==> src/rtl/usb_pkg.sv <==
// Shared USB definitions: PID codes, CRC16 constants and the transmit packetizer state encoding.
package usb_pkg;

  localparam logic [3:0] PID_DATA0 = 4'b0011;
  localparam logic [3:0] PID_DATA1 = 4'b1011;
  localparam logic [3:0] PID_ACK   = 4'b0010;
  localparam logic [3:0] PID_NAK   = 4'b1010;

  localparam logic [15:0] CRC16_POLY     = 16'hA001;
  localparam logic [15:0] CRC16_INIT     = 16'hFFFF;
  // Register value left after running a good packet's own CRC bytes through the checker.
  localparam logic [15:0] CRC16_RESIDUAL = 16'hB001;

  typedef enum logic [2:0] {
    ST_IDLE,
    ST_PID,
    ST_FETCH,
    ST_WAIT_RD,
    ST_DATA,
    ST_CRC_LO,
    ST_CRC_HI,
    ST_DONE
  } usb_tx_state_e;

  function automatic logic [7:0] pid_byte(input logic [3:0] pid);
    return {~pid, pid};
  endfunction

endpackage

==> src/rtl/usb_crc16.sv <==
// Combinational CRC16-USB update for one byte, processed LSB first (reflected form).
module usb_crc16
  import usb_pkg::*;
(
  input  logic [15:0] i_crc,
  input  logic [7:0]  i_byte,
  output logic [15:0] o_crc
);

  logic [15:0] w_c;

  always_comb begin
    w_c = i_crc ^ {8'h00, i_byte};
    for (int i = 0; i < 8; i++) begin
      w_c = w_c[0] ? ((w_c >> 1) ^ CRC16_POLY) : (w_c >> 1);
    end
  end

  assign o_crc = w_c;

endmodule

==> src/rtl/usb_tx_packetizer.sv <==
// Builds one USB packet (PID, optional payload popped from the byte queue, CRC16)
// and hands it to the serializer over a valid/ready byte handshake.
module usb_tx_packetizer
  import usb_pkg::*;
#(
  parameter int max_len = 64,
  parameter int len_w   = $clog2(max_len + 1)
) (
  input  logic             clk,
  input  logic             rst,
  input  logic             start,
  input  logic [3:0]       pid,
  input  logic [len_w-1:0] len,
  input  logic             with_data,
  input  logic [7:0]       fifo_data,
  input  logic             fifo_empty,
  output logic             fifo_rd,
  output logic [7:0]       tx_data,
  output logic             tx_valid,
  input  logic             tx_ready,
  output logic             busy,
  output logic             done
);

  usb_tx_state_e    r_state;
  logic [len_w-1:0] r_remaining;
  logic             r_with_data;
  logic [15:0]      r_crc;
  logic [7:0]       r_tx_data;
  logic             r_tx_valid;
  logic             r_busy;
  logic             r_done;

  logic [15:0]      w_crc_next;
  logic             w_accept;
  logic             w_fifo_rd;
  logic [len_w-1:0] w_len_clamped;

  usb_crc16 u_crc16 (
    .i_crc  (r_crc),
    .i_byte (fifo_data),
    .o_crc  (w_crc_next)
  );

  assign w_accept      = r_tx_valid && tx_ready;
  assign w_len_clamped = (len > len_w'(max_len)) ? len_w'(max_len) : len;
  // Decoded from state so the pop can never outlive FETCH or race an empty queue.
  assign w_fifo_rd     = (r_state == ST_FETCH) && !fifo_empty;

  always_ff @(posedge clk) begin
    if (rst) begin
      r_state     <= ST_IDLE;
      r_remaining <= '0;
      r_with_data <= 1'b0;
      r_crc       <= CRC16_INIT;
      r_tx_data   <= 8'h00;
      r_tx_valid  <= 1'b0;
      r_busy      <= 1'b0;
      r_done      <= 1'b0;
    end else begin
      r_done <= 1'b0;
      case (r_state)
        ST_IDLE: begin
          if (start) begin
            r_remaining <= w_len_clamped;
            r_with_data <= with_data;
            r_crc       <= CRC16_INIT;
            r_tx_data   <= pid_byte(pid);
            r_tx_valid  <= 1'b1;
            r_busy      <= 1'b1;
            r_state     <= ST_PID;
          end
        end
        ST_PID: begin
          if (w_accept) begin
            if (!r_with_data) begin
              r_tx_valid <= 1'b0;
              r_done     <= 1'b1;
              r_state    <= ST_DONE;
            end else if (r_remaining == '0) begin
              r_tx_data <= ~r_crc[7:0];
              r_state   <= ST_CRC_LO;
            end else begin
              r_tx_valid <= 1'b0;
              r_state    <= ST_FETCH;
            end
          end
        end
        ST_FETCH: begin
          if (!fifo_empty) begin
            r_state <= ST_WAIT_RD;
          end
        end
        ST_WAIT_RD: begin
          // Queue data is valid one cycle after the pop; fold it into the CRC here.
          r_crc      <= w_crc_next;
          r_tx_data  <= fifo_data;
          r_tx_valid <= 1'b1;
          r_state    <= ST_DATA;
        end
        ST_DATA: begin
          if (w_accept) begin
            r_remaining <= r_remaining - len_w'(1);
            if (r_remaining == len_w'(1)) begin
              r_tx_data <= ~r_crc[7:0];
              r_state   <= ST_CRC_LO;
            end else begin
              r_tx_valid <= 1'b0;
              r_state    <= ST_FETCH;
            end
          end
        end
        ST_CRC_LO: begin
          if (w_accept) begin
            r_tx_data <= ~r_crc[15:8];
            r_state   <= ST_CRC_HI;
          end
        end
        ST_CRC_HI: begin
          if (w_accept) begin
            r_tx_valid <= 1'b0;
            r_done     <= 1'b1;
            r_state    <= ST_DONE;
          end
        end
        ST_DONE: begin
          r_busy  <= 1'b0;
          r_state <= ST_IDLE;
        end
        default: begin
          r_state <= ST_IDLE;
        end
      endcase
    end
  end

  assign fifo_rd  = w_fifo_rd;
  assign tx_data  = r_tx_data;
  assign tx_valid = r_tx_valid;
  assign busy     = r_busy;
  assign done     = r_done;

endmodule

==> config.mk <==
export PLATFORM = sky130hd
export DESIGN_NAME = usb_tx_packetizer
export DESIGN_NICKNAME = d
export VERILOG_FILES = /design/src/rtl/usb_pkg.sv /design/src/rtl/usb_crc16.sv /design/src/rtl/usb_tx_packetizer.sv
export SDC_FILE = /design/constraint.sdc
export NUM_CORES = 1
export LEC_CHECK = 0
export CAP_MARGIN = 20
export CORE_MARGIN = 2
export CORE_UTILIZATION = 25
export DETAILED_ROUTE_END_ITERATION = 16
export GPL_TIMING_DRIVEN = 0
export MAX_ROUTING_LAYER = met4
export SLEW_MARGIN = 20
export SYNTH_ARGS = -nofsm -noshare
export SYNTH_HDL_FRONTEND = slang
export SYNTH_SLANG_ARGS = --single-unit
==> constraint.sdc <==
create_clock -name clk -period 5.75 [get_ports clk]
set_input_delay 1.4375 -clock clk [delete_from_list [all_inputs] [get_ports clk]]
set_output_delay 1.4375 -clock clk [all_outputs]
set_load 0.005 [all_outputs]
Yosys cells after proc, flatten, opt, wreduce, memory -nomap -nowiden --
Index checks and enable logic that the tools add are counted.
Word-level totals: memories 0, register bits after elaboration 38, memory bits (read-only) 0, latch bits 0, word-level logic and storage cells 103, bits in writable memories 0
Cells by class: shift-type cells 0, mux-type cells 45, divide/modulo/power cells 0, add/sub/neg operators 1, magnitude comparators 1, equal/unequal tests 19, multiply operators 0, reduce and logical (&&, ||, !) cells 17, bitwise operators 12
Operators by type and width (number):
- $mux W16 | 9
- $mux W8 | 7
- $pmux W8 S5 | 1
- $pmux W16 S2 | 1
- $mux W3 | 9
- $not A2 Y3 | 8
- $pmux W3 S8 | 1
- $mux W7 | 3
- $ne A2 B2 Y1 const B | 10
- $not A8 Y8 | 2
- $xor A16 B8 Y16 | 1
- $pmux W7 S2 | 1
- $eq A3 B3 Y1 const B | 4
- $mux W1 | 10
- $reduce_bool A5 Y1 | 2
- $reduce_and A8 Y1 | 1
- $eq A7 B1 Y1 const B | 1
- $gt A7 B7 Y1 const B | 1
- $logic_not A7 Y1 | 1
- $reduce_and A7 Y1 | 1
- $sub A7 B1 Y7 const B | 1
- $eq A3 B2 Y1 const B | 2
- $reduce_and A2 Y1 | 3
- $reduce_and A6 Y1 | 1
- other kinds (10) | 14

Logic depth before layout (Yosys ltp) --
word-level depth 18, depth in mapped cells 8

Modules after synthesis --
A second synthesis with hierarchy kept.
Second synthesis, totals: cells, all modules 317, area, all modules 2493.6 µm²
By module, submodules not included:
- usb_tx_packetizer | seq. area each 760.7 µm², cells each 291, instances 1, area each 2235.9 µm²
- usb_crc16 | seq. area each 0.0 µm², cells each 26, instances 1, area each 257.7 µm²

Least setup slack after synthesis --
No wires, ideal clock.
kind input -> output, start point input port fifo_empty, end point output port fifo_rd, arrival 1629 ps, cell stages on the path 1, required time 4313 ps, setup slack 2683 ps, cell sequence nor3_1
On the way: longest elaborated chain between the ends 2
RTL lines:
- start: declaration | RTL line usb_tx_packetizer.sv:16 | input logic fifo_empty,
- $logic_not A1 Y1
- $logic_and A1 B1 Y1 | RTL line usb_tx_packetizer.sv:48 | assign w_fifo_rd = (r_state == ST_FETCH) && !fifo_empty;
- end: declaration | RTL line usb_tx_packetizer.sv:17 | output logic fifo_rd,
Every way passes these cells.

Worst setup path after layout --
Ends and elaborated chain as after synthesis.

==> results.tsv <==
stage	metric	value	unit
detailed_routing	Routed wire per std cell	15.6	µm
global_routing	vias in the first global route	2122	
yosys	Most used DFF post-synth	dfxtp_1	
clock_tree	CTS root buf	clkbuf_8	
worst_setup_path	CP peak stage delay	530	ps
final_layout	most common cell after layout, fill and taps aside	dfxtp_1	
worst_setup_path	Slowest-stage cell, CP	clkdlybuf4s50_1	
hold_path	Min-Delay Path Class	reg2reg	
placement	port bufs	35	
yosys	Mapped Nets	310	
yosys	register bit total from synthesis	38	
sta	Final Cycle Share	70.0	%
final_layout	register area	761	µm²
clock_tree	Clock Sinks	38	
global_routing	gr usage total	14.3	%
worst_setup_path	crit path DAT	2590	ps
sta	Tmin final	4020	ps
final_layout	final instance area	0.00294	mm²
power	P per Cell Area	230	mW/mm²
die	row cnt	35	
worst_setup_path	largest fanout on the critical path	2	
worst_setup_path	Crit path buffers/inverters	2	
final_layout	Final #Nets	352	
global_routing	number of antenna violations at the first check in global routing	0	
die	die area	0.0102	mm²
die	die width	101	µm
die	Starting Density	25.7	%
clock_tree	PostCTS Resize Cnt	0	
final_layout	most frequent cells in the layout	38 x dfxtp_1, 35 x clkdlybuf4s50_1, 25 x nor2_1, 22 x nand2_1, 20 x a21oi_1	
sta	Setup violations, final	0	
placement	Placer Congestion	0.935	
detailed_routing	drt pass-1 iters	4	
sta	f_max	248	MHz
yosys	area share of the largest cell type after synthesis	32.2	%
yosys	cell taking the most area after synthesis	dfxtp_1	
sta	unrepaired setup endpoints after global routing	false	
sta	TNS Setup	0	ps
sta	Final Skew	3.78	ps
clock_tree	CTS tree	yes	
clock_tree	clk slew on worst S/H paths	70	ps
worst_setup_path	CP most frequent cell	clkdlybuf4s50_1	
detailed_routing	Post-DRT Antenna Nets	0	
worst_setup_path	Worst setup EP type	output pin	
placement	Placed Area	0.00285	mm²
final_layout	Filler cells	989	
detailed_routing	# DRC	0	
yosys	asr flop ratio synth	0	%
worst_setup_path	CP delay by family, top	buffers and inverters	
yosys	Post-synth EDFFs	0	
detailed_routing	DR iter-0 viols	194	
detailed_routing	Vias	2221	
sta	Slew Limit Fails	0	
worst_setup_path	Crit path required time	4310	ps
clock_tree	clk_lat worst skew	290	ps
power	VDD IR max	0.0871	mV
die	io pins	37	
final_layout	number of diodes	0	
yosys	Mapped Area	0.00236	mm²
die	Die Span Y	101	µm
final_layout	area growth from synthesis to layout	24.6	%
yosys	sequential element share of the synthesized area	32.2	%
sta	Fin. Hold Viols	0	
clock_tree	Max Root-Sink Buffers	2	
yosys	yosys warns	0	
global_routing	largest net degree at the start of global routing	12	
clock_tree	Setup Buffers After CTS	0	
worst_setup_path	Worst setup SP type	input port	
sta	Hold Slack	487	ps
clock_tree	htree depth	2	
sta	Rel. slew slack	52.4	%
power	Pwr Total	0.000678	W
worst_setup_path	Setup Crit Path Kind	in2out	
job	max cap viols	0	
final_layout	Multi-input gate area	0.00149	mm²
final_layout	Post-Layout Cell Count	436	
yosys	Area contributors post-synth	dfxtp_1 32%, nand2b_1 4.8%, o22ai_1 4.8%, xnor2_1 4.4%, a21oi_1 4.2%	
global_routing	gr ovfl total	0	
die	core area	0.00920	mm²
yosys	Unique masters post-synth	55	
global_routing	first-pass GRT wire length	11.0	mm
clock_tree	hold buffers post-CTS	0	
sta	Slew @ Worst Pin	714	ps
placement	Final HPWL DP	5.20	mm
detailed_routing	DRT Wirelength	6.80	mm
detailed_routing	Via density	5.09	
power	static leakage	1.03	nW
yosys	syn_area_per_cell	8.38	µm²
placement	Cell Count Post-Placement	428	
run_status	outcome	finished clean	
worst_setup_path	CP Cell Sequence	clkdlybuf4s50_1, nor3_1, clkdlybuf4s50_1	
final_layout	share of layout cells above drive strength 1	8.62	%
clock_tree	CTS Buf Count	5	
yosys	Syn Inst Count	282	
[kinds of logic after synthesis]
| kind of cell | Yosys count | synth area share [%] |
|---|---|---|
| xor gates and xnor gates | 22 | 10.9 |
| muxes | 8 | 3.50 |
| DFF | 38 | 32.2 |
| buffers and inverters | 26 | 4.55 |
| adders and majority gates | 3 | 1.59 |
| and+or+nand+nor | 98 | 21.3 |
| AOI/OAI and AO/OA | 87 | 26.0 |
[flip-flops by register name, indices dropped and copies added (netlist names)]
register and count:
r_crc 16, tx_data 8, r_remaining 7, r_state 3
busy 1, done 1, r_with_data 1, tx_valid 1
[final timing paths]
kind                      startpoint                     endpoint  slack, ps  cells after the start
max                       fifo_empty                      fifo_rd       1730                      3
min          tx_data[0]$_SDFFE_PP0P_      tx_data[0]$_SDFFE_PP0P_        490                      2
max reg2reg  r_state[2]$_SDFFE_PP0P_  r_remaining[5]$_SDFFE_PP0P_       3630                      6
min reg2reg  tx_data[0]$_SDFFE_PP0P_      tx_data[0]$_SDFFE_PP0P_        490                      2
[cells in the mapped netlist (all sizes together) (2+ instances only)]
library cell,instances
dfxtp,38
nor2,25
nand2,22
a21oi,21
nand2b,18
o22ai,18
xnor2,14
clkbuf,13
o21ai,12
nor3,10
inv,8
a211oi,7
mux2i,6
nand3,6
a22oi,5
a2bb2oi,5
xor2,5
buf,4
o211ai,4
a221o,3
and2,3
ha,3
nor3b,3
o221a,3
or4,3
xnor3,3
mux2,2
nor2b,2
o32a,2
[worst register-to-register path: stages (launching register included)]
cell and delay, ps:
dfxtp_1 430, clkbuf_1 420, nor3b_2 550, nor2_1 180
and2_0 210, o21ai_1 130, a21oi_1 70
[routing by layer]
metal | global-route usage, % | wire length, µm | share of wire (%)
met1 | 19.0 | 3340 | 49
met2 | 21.8 | 3070 | 45
met3 | 3.17 | 289 | 4.3
met4 | 4.37 | 95 | 1.4
met5 | - | 0 | 0
[final cells by class]
class	instances	share of cell area [%]
Inverter	9	1.15
Timing Repair Buffer	35	11.9
Buffer	17	2.51
Multi-Input combinational cell	218	50.8
Tap cell	111	4.72
Sequential cell	38	25.9
Clock buffer	7	2.93
Clock inverter	1	0.170
[power by group]
part           internal [W]  leakage, nW  total [W]  switching [W]
registers          0.000277        0.310   0.000290      0.0000127
logic              0.000100        0.672   0.000197      0.0000973
clock network     0.0000968       0.0482   0.000191      0.0000938
[through the flow]
step                      worst slack, ps  utilization, %
after floorplan                      2680               -
after global placement               1710            31.0
after detailed placement             1700            31.0
after CTS                            1690            32.0
after global routing                 1570            32.0
final                                1730            32.0
(Power assumes the default switching activity.)
==> RTL change 1, RTL diff (same settings) <==
Re-encode `usb_tx_state_e` (8 states) as Gray code, 3 bits wide.
--- a/src/rtl/usb_pkg.sv
+++ b/src/rtl/usb_pkg.sv
@@ -13,12 +13,12 @@
 
   typedef enum logic [2:0] {
-    ST_IDLE,
-    ST_PID,
-    ST_FETCH,
-    ST_WAIT_RD,
-    ST_DATA,
-    ST_CRC_LO,
-    ST_CRC_HI,
-    ST_DONE
+    ST_IDLE    = 3'b000,
+    ST_PID     = 3'b001,
+    ST_FETCH   = 3'b011,
+    ST_WAIT_RD = 3'b010,
+    ST_DATA    = 3'b110,
+    ST_CRC_LO  = 3'b111,
+    ST_CRC_HI  = 3'b101,
+    ST_DONE    = 3'b100
   } usb_tx_state_e;
 
Function: no difference found for any inputs over 10 cycles, from zero or initial values and one cycle with rst high; not proved beyond that.
==> RTL change 1 against the original RTL <==
- sequential cell count unchanged
- non-clock buffer count unchanged
- design area decreased by 3.7%
- clock power decreased by 8%
- power increased by 18%
- clock skew increased by 0.0036 ns
- area after synthesis decreased by 3.8%
- combinational power increased by 59%
- core utilization increased by 0.35 points
- wire length decreased by 6.2%
- first-iteration DRC count decreased by 35%
- worst setup slack got worse by 0.027 ns
==> RTL change 1: results <==
export IMPL_tightest_slew_ns=0.6257
export IMPL_r2r_slack_ns=3.65
export IMPL_p_leak_nw=1.009
export IMPL_async_flop_share=0
export IMPL_grt_pass1_wl_mm=10.25
export IMPL_pwr_share_comb=0.391
export IMPL_sh_seq_area=0.2683
export IMPL_nets=348
export IMPL_synth_cells=278
export IMPL_first_iter_violations=127
export IMPL_synthFlopType="dfxtp_1"
export IMPL_dpl_hpwl_mm=4.824
export IMPL_pwr_share_seq=0.391
export IMPL_wl_per_cell_um=14.90
export IMPL_power_density_nw_per_um2=283.3
export IMPL_buf_share=0.1496
export IMPL_synth_seq_area_share=0.3346
export IMPL_ff2ff_path_depth=7
export IMPL_nFillCells=938
export IMPL_cts_buffer_depth=2
export IMPL_gp_congestion=0.8606
export IMPL_largest_register_ffs=16
export IMPL_clock_tree_area_fraction=0.02692
export IMPL_synth_cell_types=51
export IMPL_synthTopCellsByArea="dfxtp_1 (33%), nand2b_1 (4.7%), o21ai_0 (4.0%), nor2_1 (3.8%), o22ai_1 (3.6%)"
export IMPL_ir_drop_uv=103.9
export IMPL_r2r_end="r_remaining[3]"
export IMPL_cp_max_fo=2
export IMPL_fin_worst_skew_ns=0.007388
export IMPL_status="complete, no violations"
export IMPL_drive_gt1_frac=0.06563
export IMPL_multi_input_gates=212
export IMPL_portBuffers=35
export IMPL_nNonClkBuffers=52
export IMPL_grt_max_degree=11
export IMPL_antenna_found_initial=0
export IMPL_yosysWarnings=0
export IMPL_post_place_ws_ns=1.679
export IMPL_stdcell_count=428
export IMPL_crit_path_max_incr_delay_ns=0.50
export IMPL_timing_hold_ws_ns=0.4561
export IMPL_place_inst=421
export IMPL_multi_input_area_sq_um=1398
export IMPL_synth_top_cells_by_count="dfxtp_1 (38), nor2_1 (23), nand2_1 (19)"
export IMPL_first_global_vias=2031
export IMPL_num_vias=2164
export IMPL_num_nonclk_inverters=11
export IMPL_grt_total_usage=0.1346
export IMPL_multi_input_area_share=0.4929
export IMPL_internal_power_uw=520.7
export IMPL_ys_ff_latch=38
export IMPL_cp_arrival_ns=2.61
export IMPL_synth_fp_nets=306
export IMPL_rows=34
RTL change 1: per-layer routing:
| metal | vias up | routed length [um] | global-route usage |
|---|---|---|---|
| li1 | 1082 | - | - |
| met1 | 1021 | 3018 | 0.1808 |
| met2 | 59 | 2976 | 0.2089 |
| met3 | 2 | 349 | 0.02741 |
| met4 | 0 | 31 | 0.03161 |
| met5 | - | 0 | - |
RTL change 1: worst min path at each step:
stage	startpoint	end
after CTS	tx_data[2]	tx_data[2]
after detailed placement	tx_data[2]	tx_data[2]
final	tx_data[1]	tx_data[1]
after global routing	tx_data[0]	tx_data[0]
after global placement	tx_data[0]	tx_data[0]
after floorplan	tx_data[0]	tx_data[0]
RTL change 1: cells by family after synthesis:
logic type,count (synthesis),synth area share
AOI/OAI and AO/OA,80,0.2339
buffers and inverters,28,0.05063
xor gates and xnor gates,23,0.1139
muxes,3,0.01321
adders and majority gates,3,0.01651
and+or+nand+nor,103,0.2372
DFF,38,0.3346
==> RTL change 2, RTL diff (same flow settings) <==
Without the edit above. Change the parameter `max_len` from 64 to 128.
--- a/src/rtl/usb_tx_packetizer.sv
+++ b/src/rtl/usb_tx_packetizer.sv
@@ -4,5 +4,5 @@
   import usb_pkg::*;
 #(
-  parameter int max_len = 64,
+  parameter int max_len = 128,
   parameter int len_w   = $clog2(max_len + 1)
 ) (
Ports: changed (resized len); port bits go from 37 to 38. No check against the original RTL was run, so the function may have changed too.
==> RTL change 2 against the original RTL <==
- power down 0.35%
- area after synthesis is 1.4% higher
- worst setup slack got worse by 0.18 ns
- largest cell class unchanged
- design area increased by 2.0%
- wire length up 5.1%
- via count up 7.7%
- sequential cell count increased by 1
- global-route usage increased by 0.35 points
- sequential share of layout area rose by 0.16 points
==> RTL change 2: results <==
export IMPL_synthTopCellsByArea="dfxtp_1 (33%), a21oi_1 (6.3%), nand2b_1 (5.5%), o22ai_1 (4.4%), xnor2_1 (4.4%)"
export IMPL_synth_cell_types=48
export IMPL_grt_total_usage=0.1465
export IMPL_dpl_hpwl_mm=5.387
export IMPL_status="complete, no violations"
export IMPL_synth_cells=296
export IMPL_min_path_type="reg -> reg"
export IMPL_met1_usage=0.1933
export IMPL_portBuffers=36
export IMPL_grt_max_degree=13
export IMPL_clk_pin_slew_worst_paths_ns=0.07
export IMPL_ctsResizeCount=0
export IMPL_grt_pass1_wl_mm=11.56
export IMPL_diodes=0
export IMPL_post_place_ws_ns=1.586
export IMPL_crit_path_max_incr_delay_ns=0.49
export IMPL_tightest_slew_ns=0.6877
export IMPL_clkLatencyLatePin_ns=0.29
export IMPL_wl_per_cell_um=15.23
export IMPL_gp_congestion=0.9347
export IMPL_async_flop_share=0
export IMPL_p_leak_nw=1.019
export IMPL_first_iter_violations=167
export IMPL_place_inst=461
export IMPL_placed_cell_area_sq_um=2917
export IMPL_crit_family="buffers and inverters"
export IMPL_antenna_found_initial=0
export IMPL_grt_use_met2=0.2353
export IMPL_stdcell_count=469
export IMPL_grt_use_met3=0.02052
export IMPL_cp_slowest_cell="clkdlybuf4s50_1"
export IMPL_largest_register_ffs=16
export IMPL_synth_fp_nets=324
export IMPL_cts_root_buf="clkbuf_8"
export IMPL_synth_top_cells_by_count="dfxtp_1 (39), a21oi_1 (30), nand2b_1 (21), nor2_1 (21), o21ai_0 (20)"
export IMPL_synth_seq_area_share=0.3260
export IMPL_drive_gt1_frac=0.05000
export IMPL_num_vias=2392
export IMPL_top_register="r_crc"
export IMPL_hold_depth=2
export IMPL_nets=367
export IMPL_ff2ff_path_depth=6
export IMPL_synthFlopType="dfxtp_1"
export IMPL_cts_buffers=5
export IMPL_ir_drop_uv=80.17
export IMPL_cp_max_fo=3
export IMPL_first_global_vias=2299
export IMPL_synth_most_common_cell="dfxtp_1"
export IMPL_fin_worst_skew_ns=0.005181
export IMPL_drt_pre_antenna_iters=4
[RTL change 2: metrics by stage]
step	util	hold WS, ns
6_report	0.3233	0.4816
5_1_grt	0.3233	0.5093
4_1_cts	0.3233	0.4864
3_5_place_dp	0.3142	0.4736
3_3_place_gp	0.3142	0.4646
2_1_floorplan	-	0.4635
[RTL change 2: final timing paths]
check / start / end / slack, ns
hold / removal: tx_data[3] / tx_data[3] / 0.48
setup / recovery: fifo_empty / fifo_rd / 1.54
hold reg to reg: tx_data[3] / tx_data[3] / 0.48
setup reg to reg: r_state[1] / tx_valid / 3.46
[RTL change 2: metal layers]
| layer | vias to the layer above | share of wire |
|---|---|---|
| met1 | 1140 | 0.47 |
| met5 | - | 0 |
| met3 | 10 | 0.051 |
| met2 | 66 | 0.47 |
| met4 | 0 | 0.013 |
| li1 | 1176 | - |
[RTL change 2: cell type report]
cell class | instances | area (sq um)
clock inverters | 2 | 12.51
well taps | 129 | 161.4
flip-flops and latches | 39 | 780.7
inverters | 10 | 37.54
multi-input cells | 227 | 1490
clock buffers | 6 | 72.57
fillers | 1017 | 6282
repair buffers | 36 | 360.3
plain buffers | 20 | 86.33
[RTL change 2: where the power goes]
group / leakage (nW) / switching [mW] / total (mW) / internal [mW]
clock: 0.0412 / 0.101 / 0.186 / 0.0849
combinational: 0.659 / 0.102 / 0.194 / 0.0918
sequential: 0.318 / 0.0115 / 0.296 / 0.285
[RTL change 2: cell families after synthesis]
logic type	after synthesis	share of synthesized area
compound gates	111	0.3025
xor+xnor	22	0.1014
fa+ha+maj	2	0.01045
buf+inv	30	0.05172
flops	39	0.3260
mux	1	0.004180
simple gates	91	0.2038
[RTL change 2: tightest hold or removal path, cell delays in order (launching register included)]
cell and delay [ns]:
dfxtp_1 0.32, nand2b_1 0.06, a21oi_1 0.06
